[src/rtl/tier_counter_gen_if.sv]
// ---------------------------------------------------------------------------
// tier_counter_gen_if
// Bundles the control inputs and status outputs of one counter tier so a
// chain of tiers (and the bench) can be wired with a single connection.
//
// Signals (direction as seen from the counter, i.e. the slave modport):
//   clr_IN        in   synchronous clear
//   en_IN         in   local count enable
//   ci_IN         in   carry-in from the tier below
//   up_IN         in   1 = count up, 0 = count down
//   ld_IN         in   synchronous parallel load
//   ld_val_IN     in   load value (WIDTH bits)
//   cnt_OUT       out  current count (WIDTH bits)
//   tc_OUT        out  terminal count for the current direction
//   co_OUT        out  carry-out to the tier above
//   zero_OUT      out  count is zero
//   halt_OUT      out  tier is halted after a one-shot wrap
//   wrap_cnt_OUT  out  saturating 8-bit wrap statistic
// ---------------------------------------------------------------------------
interface tier_counter_gen_if #(
    parameter int WIDTH = 16
);
    logic             clr_IN;
    logic             en_IN;
    logic             ci_IN;
    logic             up_IN;
    logic             ld_IN;
    logic [WIDTH-1:0] ld_val_IN;
    logic [WIDTH-1:0] cnt_OUT;
    logic             tc_OUT;
    logic             co_OUT;
    logic             zero_OUT;
    logic             halt_OUT;
    logic [7:0]       wrap_cnt_OUT;

    // Driver side: produces the controls, observes the status.
    modport master (
        output clr_IN, en_IN, ci_IN, up_IN, ld_IN, ld_val_IN,
        input  cnt_OUT, tc_OUT, co_OUT, zero_OUT, halt_OUT, wrap_cnt_OUT
    );

    // Counter side: consumes the controls, produces the status.
    modport slave (
        input  clr_IN, en_IN, ci_IN, up_IN, ld_IN, ld_val_IN,
        output cnt_OUT, tc_OUT, co_OUT, zero_OUT, halt_OUT, wrap_cnt_OUT
    );
endinterface

[src/rtl/tier_counter_gen.sv]
// ---------------------------------------------------------------------------
// tier_counter_gen
// One tier of a cascadable up/down counter chain. A tier advances only when
// both its local enable and the carry-in from the tier below are high, and
// it signals the tier above with a carry-out on each wrap. Supports a
// modulus, parallel load with clamping, a one-shot halt after the first
// wrap, an optionally registered carry-out and a saturating wrap counter.
//
// The counter width is set by WIDTH. A zero modulus gives the natural
// binary wrap, while a non-zero modulus limits the count range. REG_CO
// chooses between a registered and a combinational carry-out, and ONESHOT
// makes the tier stop after its first wrap until it is cleared or loaded.
// Controls arrive and status leaves through the slave modport of
// tier_counter_gen_if; clock and active-low reset are separate ports.
// ---------------------------------------------------------------------------
module tier_counter_gen #(
    parameter int              WIDTH   = 16,
    parameter longint unsigned MOD     = 64'd0,
    parameter int              REG_CO  = 1,
    parameter int              ONESHOT = 0
) (
    input  logic               clk1_IN,
    input  logic               rst_n_IN,
    tier_counter_gen_if.slave  bus
);

    // Highest reachable count. MOD may equal 2^WIDTH, so the arithmetic is
    // done in 64 bits before being trimmed to the counter width.
    localparam longint unsigned MAXV_L = (MOD == 64'd0) ?
                                         ((64'd1 << WIDTH) - 64'd1) :
                                         (MOD - 64'd1);
    localparam logic [WIDTH-1:0] MAXV = MAXV_L[WIDTH-1:0];
    localparam logic [WIDTH-1:0] ONE  = WIDTH'(1);

    localparam logic [0:0] ST_RUN  = 1'b0;
    localparam logic [0:0] ST_HALT = 1'b1;

    logic [WIDTH-1:0] cnt_q,     cnt_d;
    logic [7:0]       wrapCnt_q, wrapCnt_d;
    logic             co_q,      co_d;
    logic [0:0]       state_q,   state_d;

    logic             running;
    logic             termCount;
    logic             stepEn;
    logic             wrapEvent;
    logic [WIDTH-1:0] ldClamp;

    // Terminal count follows the direction input directly, so a direction
    // change is visible on tc_OUT at once but only affects the next step.
    assign running   = (state_q == ST_RUN);
    assign termCount = bus.up_IN ? (cnt_q == MAXV) : (cnt_q == '0);
    assign stepEn    = bus.en_IN & bus.ci_IN & running;
    assign wrapEvent = stepEn & termCount;
    assign ldClamp   = (bus.ld_val_IN > MAXV) ? MAXV : bus.ld_val_IN;

    // Next-state selection with priority clear > load > step > hold.
    // The load value is only routed through when ld_IN is high, so an
    // undriven ld_val_IN cannot disturb the count while idle.
    always_comb begin
        cnt_d     = cnt_q;
        wrapCnt_d = wrapCnt_q;
        state_d   = state_q;
        co_d      = 1'b0;

        if (bus.clr_IN) begin
            cnt_d     = '0;
            wrapCnt_d = 8'd0;
            state_d   = ST_RUN;
        end else if (bus.ld_IN) begin
            cnt_d   = ldClamp;
            state_d = ST_RUN;
        end else if (stepEn) begin
            co_d = wrapEvent;
            if (bus.up_IN) begin
                cnt_d = termCount ? '0 : (cnt_q + ONE);
            end else begin
                cnt_d = termCount ? MAXV : (cnt_q - ONE);
            end
            if (wrapEvent) begin
                if (wrapCnt_q != 8'hFF) begin
                    wrapCnt_d = wrapCnt_q + 8'd1;
                end
                if (ONESHOT != 0) begin
                    state_d = ST_HALT;
                end
            end
        end
    end

    // State registers. Reset also drops any carry still waiting in co_q.
    always_ff @(posedge clk1_IN or negedge rst_n_IN) begin
        if (!rst_n_IN) begin
            cnt_q     <= '0;
            wrapCnt_q <= 8'd0;
            co_q      <= 1'b0;
            state_q   <= ST_RUN;
        end else begin
            cnt_q     <= cnt_d;
            wrapCnt_q <= wrapCnt_d;
            co_q      <= co_d;
            state_q   <= state_d;
        end
    end

    // The registered carry belongs to the wrapping edge itself, so it is
    // still delivered on the cycle a one-shot tier enters HALT; no new
    // carry can be produced while halted because stepping is blocked.
    assign bus.co_OUT       = (REG_CO != 0) ? co_q : wrapEvent;
    assign bus.cnt_OUT      = cnt_q;
    assign bus.tc_OUT       = termCount;
    assign bus.zero_OUT     = (cnt_q == '0);
    assign bus.halt_OUT     = (state_q == ST_HALT);
    assign bus.wrap_cnt_OUT = wrapCnt_q;

endmodule

[src/flat_wrapper.sv]
// flat-port wrapper written by rule: the top's interface ports become plain ports
module tier_counter_gen_flat 
#(
    parameter int              WIDTH   = 16,
    parameter longint unsigned MOD     = 64'd0,
    parameter int              REG_CO  = 1,
    parameter int              ONESHOT = 0
)
  (clk1_IN, rst_n_IN, bus_clr_IN, bus_en_IN, bus_ci_IN, bus_up_IN, bus_ld_IN, bus_ld_val_IN, bus_cnt_OUT, bus_tc_OUT, bus_co_OUT, bus_zero_OUT, bus_halt_OUT, bus_wrap_cnt_OUT);
  tier_counter_gen_if #(.WIDTH(WIDTH)) bus_i ();
  input  logic clk1_IN;
  input  logic rst_n_IN;
  input wire logic [$bits(bus_i.clr_IN)-1:0] bus_clr_IN;
  input wire logic [$bits(bus_i.en_IN)-1:0] bus_en_IN;
  input wire logic [$bits(bus_i.ci_IN)-1:0] bus_ci_IN;
  input wire logic [$bits(bus_i.up_IN)-1:0] bus_up_IN;
  input wire logic [$bits(bus_i.ld_IN)-1:0] bus_ld_IN;
  input wire logic [$bits(bus_i.ld_val_IN)-1:0] bus_ld_val_IN;
  output wire logic [$bits(bus_i.cnt_OUT)-1:0] bus_cnt_OUT;
  output wire logic [$bits(bus_i.tc_OUT)-1:0] bus_tc_OUT;
  output wire logic [$bits(bus_i.co_OUT)-1:0] bus_co_OUT;
  output wire logic [$bits(bus_i.zero_OUT)-1:0] bus_zero_OUT;
  output wire logic [$bits(bus_i.halt_OUT)-1:0] bus_halt_OUT;
  output wire logic [$bits(bus_i.wrap_cnt_OUT)-1:0] bus_wrap_cnt_OUT;
  assign bus_i.clr_IN = bus_clr_IN;
  assign bus_i.en_IN = bus_en_IN;
  assign bus_i.ci_IN = bus_ci_IN;
  assign bus_i.up_IN = bus_up_IN;
  assign bus_i.ld_IN = bus_ld_IN;
  assign bus_i.ld_val_IN = bus_ld_val_IN;
  assign bus_cnt_OUT = bus_i.cnt_OUT;
  assign bus_tc_OUT = bus_i.tc_OUT;
  assign bus_co_OUT = bus_i.co_OUT;
  assign bus_zero_OUT = bus_i.zero_OUT;
  assign bus_halt_OUT = bus_i.halt_OUT;
  assign bus_wrap_cnt_OUT = bus_i.wrap_cnt_OUT;
  tier_counter_gen #(.WIDTH(WIDTH), .MOD(MOD), .REG_CO(REG_CO), .ONESHOT(ONESHOT)) u_core (.clk1_IN(clk1_IN), .rst_n_IN(rst_n_IN), .bus(bus_i));
endmodule
[config.mk]
export PLATFORM = sky130hd
export DESIGN_NAME = tier_counter_gen_flat
export DESIGN_NICKNAME = d
export VERILOG_FILES = /design/src/rtl/tier_counter_gen_if.sv /design/src/rtl/tier_counter_gen.sv /design/src/flat_wrapper.sv
export SDC_FILE = /design/constraint.sdc
export NUM_CORES = 1
export LEC_CHECK = 0
export ABC_AREA = 1
export BUFFER_PORTS_ARGS = -buffer_cell sky130_fd_sc_hd__buf_2
export CAP_MARGIN = 15
export CORE_ASPECT_RATIO = 0.5
export CORE_MARGIN = 10
export CORE_UTILIZATION = 30
export CTS_BUF_LIST = sky130_fd_sc_hd__clkbuf_16
export DETAILED_ROUTE_END_ITERATION = 8
export PLACE_DENSITY = 0.61
export SLEW_MARGIN = 15
export SYNTH_ARGS = -nofsm -noshare
export SYNTH_HDL_FRONTEND = slang
export SYNTH_SLANG_ARGS = --single-unit
export TNS_END_PERCENT = 1
[constraint.sdc]
create_clock -name clk1_IN -period 1.55 [get_ports clk1_IN]
set_input_delay 0.0775 -clock clk1_IN [delete_from_list [all_inputs] [get_ports clk1_IN]]
set_output_delay 0.0775 -clock clk1_IN [all_outputs]
set_load 0.02 [all_outputs]
==> out/results.tsv <==
stage	metric	value	unit
timing	Finish-stage setup viols	25	
yosys	Cells after Synth	406	
outcome	violated checks	negative setup slack	
yosys	Yosys cell types	31	
yosys	EDFF count, synth	0	
worst_setup_path	Max FO, Critical Path	8	
clock_network	Num CTS Buffers	3	
cells_and_area	most frequent cells in the layout	124 x nand2_1, 81 x buf_4, 62 x nor2_1	
timing	fmax	562.9	MHz
timing	fin crit share	1.146	
routing	DRT Pass-1 Iters	5	
timing	final worst slack	-0.2264	ns
clock_network	clk buf depth	2	
place	Final GP Congestion	0.9148	
clock_network	Skew-Pair Late Insertion Delay	0.27	ns
clock_network	clk slew on worst S/H paths	0.07	ns
place	DP HPWL	6.962	mm
yosys	Avg Inst Size Synth	5.883	um2
timing	Worst Hold Slack	0.1156	ns
yosys	async set-reset flop share out of synthesis	1.000	
floorplanning	Die Span Y	83.10	um
cells_and_area	commonest non-fill, non-tap cell in the layout	nand2_1	
worst_setup_path	Worst EP arrival	1.99	ns
cells_and_area	FILL cells	768	
min_path	Worst Hold Class	in2reg	
floorplanning	site row count	22	
yosys	flops & latches, synth	25	
floorplanning	die area	0.01215	mm2
outcome	status	complete, but fails checks	
floorplanning	# IOs	51	
global_route	GRT Resource Usage Total	0.1416	
place	placed cells	633	
power_and_ir_drop	Net Sw Power	1.015	mW
cells_and_area	Reg area	639.4	um2
power_and_ir_drop	Switching Share	0.3899	
global_route	initial antenna violation count	0	
worst_setup_path	Worst EP required	1.76	ns
routing	DRC	0	
cells_and_area	Post-Layout Cell Count	645	
timing	Slew Limit Fails	0	
power_and_ir_drop	Pleak	2.046	nW
routing	Antenna Nets Post-Route	0	
power_and_ir_drop	Internal Power	1.588	mW
timing	final hold violations	0	
power_and_ir_drop	Clk network pwr share	0.241	
routing	Routed WL	9.047	mm
power_and_ir_drop	Combinational Power Share	0.453	
cells_and_area	footprint of the multi-input gates	0.001745	mm2
place	Place WS	-0.2134	ns
place	I/O Buffers	49	
yosys	Mapped Nets	433	
worst_setup_path	endpoint class of the critical path	register	
timing	Clock Skew	0.003845	ns
timing	Slew HR	0.5803	
global_route	vias in the first global route	2839	
cells_and_area	P&R area growth vs syn	58.30	%
clock_network	clk root buf	clkbuf_16	
routing	Via Count	3026	
floorplanning	initial core utilization	0.3167	
clock_network	# H-tree levels	1	
cells_and_area	Antenna diodes	0	
yosys	post-synthesis sequential area ratio	0.2619	
timing	worst slew pin tran	0.6295	ns
power_and_ir_drop	sequential share of power	0.306	
global_route	Overflow after GRT	0	
cells_and_area	share of cells above drive strength 1	0.3966	
clock_network	clk sink count	25	
routing	DR vias/cell	4.691	
worst_setup_path	Worst Reg2Reg Path Length in Cells	12	
timing	setup tns final	-2.976	ns
min_path	hold path depth	3	
floorplanning	core area	0.007542	mm2
flow_run	Max Cap Viol	0	
routing	1st-iter DRT viols	239	
cells_and_area	fin nets	565	
yosys	Top FF cell, synth	dfrtp_1	
floorplanning	Die X	146.2	um
global_route	first-pass GRT wire length	14.59	mm
routing	per-cell routed wire length	14.03	um
worst_setup_path	crit path launch type	register	
power_and_ir_drop	PwrDens	688.3	mW/mm2
clock_network	CTS tree	yes	
timing	Final Critical Period	1.776	ns
yosys	Cell Area, Synth	0.002389	mm2
yosys	synth warn	0	
worst_setup_path	critical path type	reg2reg	
global_route	pin count of the biggest net entering global routing	31	
timing	RSZ-0062 raised after global routing	true	
power_and_ir_drop	Max VDD drop	0.3754	mV
-- path summary, 6_finish.rpt --
path | slack, ns | end | from
max | -0.23 | u_core.bus.wrap_cnt_OUT[1]$_DFFE_PN0P_ | u_core.bus.cnt_OUT[0]$_DFFE_PN0P_
min reg2reg | 0.58 | u_core.bus.wrap_cnt_OUT[4]$_DFFE_PN0P_ | u_core.bus.wrap_cnt_OUT[4]$_DFFE_PN0P_
min in group asynchronous | 0.35 | u_core.bus.wrap_cnt_OUT[3]$_DFFE_PN0P_ | rst_n_IN
min | 0.12 | u_core.bus.cnt_OUT[5]$_DFFE_PN0P_ | bus_ld_val_IN[5]
max in group asynchronous | 0.74 | u_core.bus.cnt_OUT[0]$_DFFE_PN0P_ | rst_n_IN
max reg2reg | -0.23 | u_core.bus.wrap_cnt_OUT[1]$_DFFE_PN0P_ | u_core.bus.cnt_OUT[0]$_DFFE_PN0P_
-- per-stage QoR --
step	utilization	area, um2	power, mW
finish	0.5013	3781	2.603
global route	0.5013	3781	2.746
CTS	0.4892	3690	2.551
detailed placement	0.4562	3441	1.878
global placement	0.4562	3441	1.879
floorplan	-	2475	1.339
-- synth_stat cells, drive strengths merged, types with 4 or more instances --
cell / n / area share
o21ai: 28 / 0.059
dfrtp: 25 / 0.26
nand3: 43 / 0.10
buf: 8 / 0.018
nor2: 81 / 0.14
ha: 4 / 0.021
xor2: 15 / 0.055
inv: 40 / 0.063
nand4: 5 / 0.013
nand2: 137 / 0.22
clkbuf: 7 / 0.013
-- repair_timing --
action,in CTS,in global routing
hold endpoints to repair,25,0
resized for setup,39,29
setup buffers,4,2
endpoints found under the setup margin,27,27
hold buffers,1,0
pin swaps,14,15
gates cloned,1,0
-- state kept, by name, summed over array words and instances, names as in the netlist --
signal                   flops
u_core.bus.co_OUT            1
u_core.bus.wrap_cnt_OUT      8
u_core.bus.cnt_OUT          16
-- critical path, cell delays in order (launching register included) --
cell     delay, ns
dfrtp_2       0.44
ha_4          0.17
nand2_4       0.06
inv_4         0.08
nand2_4       0.06
nor2_8        0.12
nand3_4       0.10
buf_12        0.16
nand2_8       0.08
nand3_4       0.11
nand2_4       0.17
nand3_2       0.10
nand2_2       0.08
-- logic make-up (layout without fill, tap and decap cells) --
family,count (synthesis),after routing,share of synthesized area
DFF,25,25,0.2619
AOI/OAI and AO/OA,33,33,0.07124
xor gates and xnor gates,16,16,0.05867
adders and majority gates,4,4,0.02095
buffers and inverters,55,185,0.09324
other,1,1,0.001570
and+or+nand+nor,272,273,0.4924
-- layout make-up --
cell class              instances  area share
multi-input cells             327      0.4616
repair buffers                141      0.2707
flip-flops and latches         25      0.1691
inverters                      40     0.04103
well taps                     108     0.03574
clock buffers                   3     0.01985
clock inverters                 1    0.001985
-- power groups by stage --
| stage | clock [mW] | sequential, mW | combinational, mW |
|---|---|---|---|
| 6_report | 0.627 | 0.796 | 1.18 |
| 5_1_grt | 0.654 | 0.803 | 1.29 |
| 4_1_cts | 0.634 | 0.789 | 1.13 |
| 3_5_place_dp | 0 | 0.800 | 1.08 |
| 3_3_place_gp | 0 | 0.800 | 1.08 |
| 2_1_floorplan | 0 | 0.855 | 0.484 |
-- metal layers --
| layer | vias to the layer above | global-route usage | part of all wire |
|---|---|---|---|
| met4 | 0 | 0.01345 | 0.0021 |
| met5 | - | 0 | 0 |
| met1 | 1392 | 0.2015 | 0.48 |
| met2 | 92 | 0.2273 | 0.46 |
| met3 | 3 | 0.02056 | 0.057 |
| li1 | 1539 | - | - |
Power figures use the tool's default switching activity.
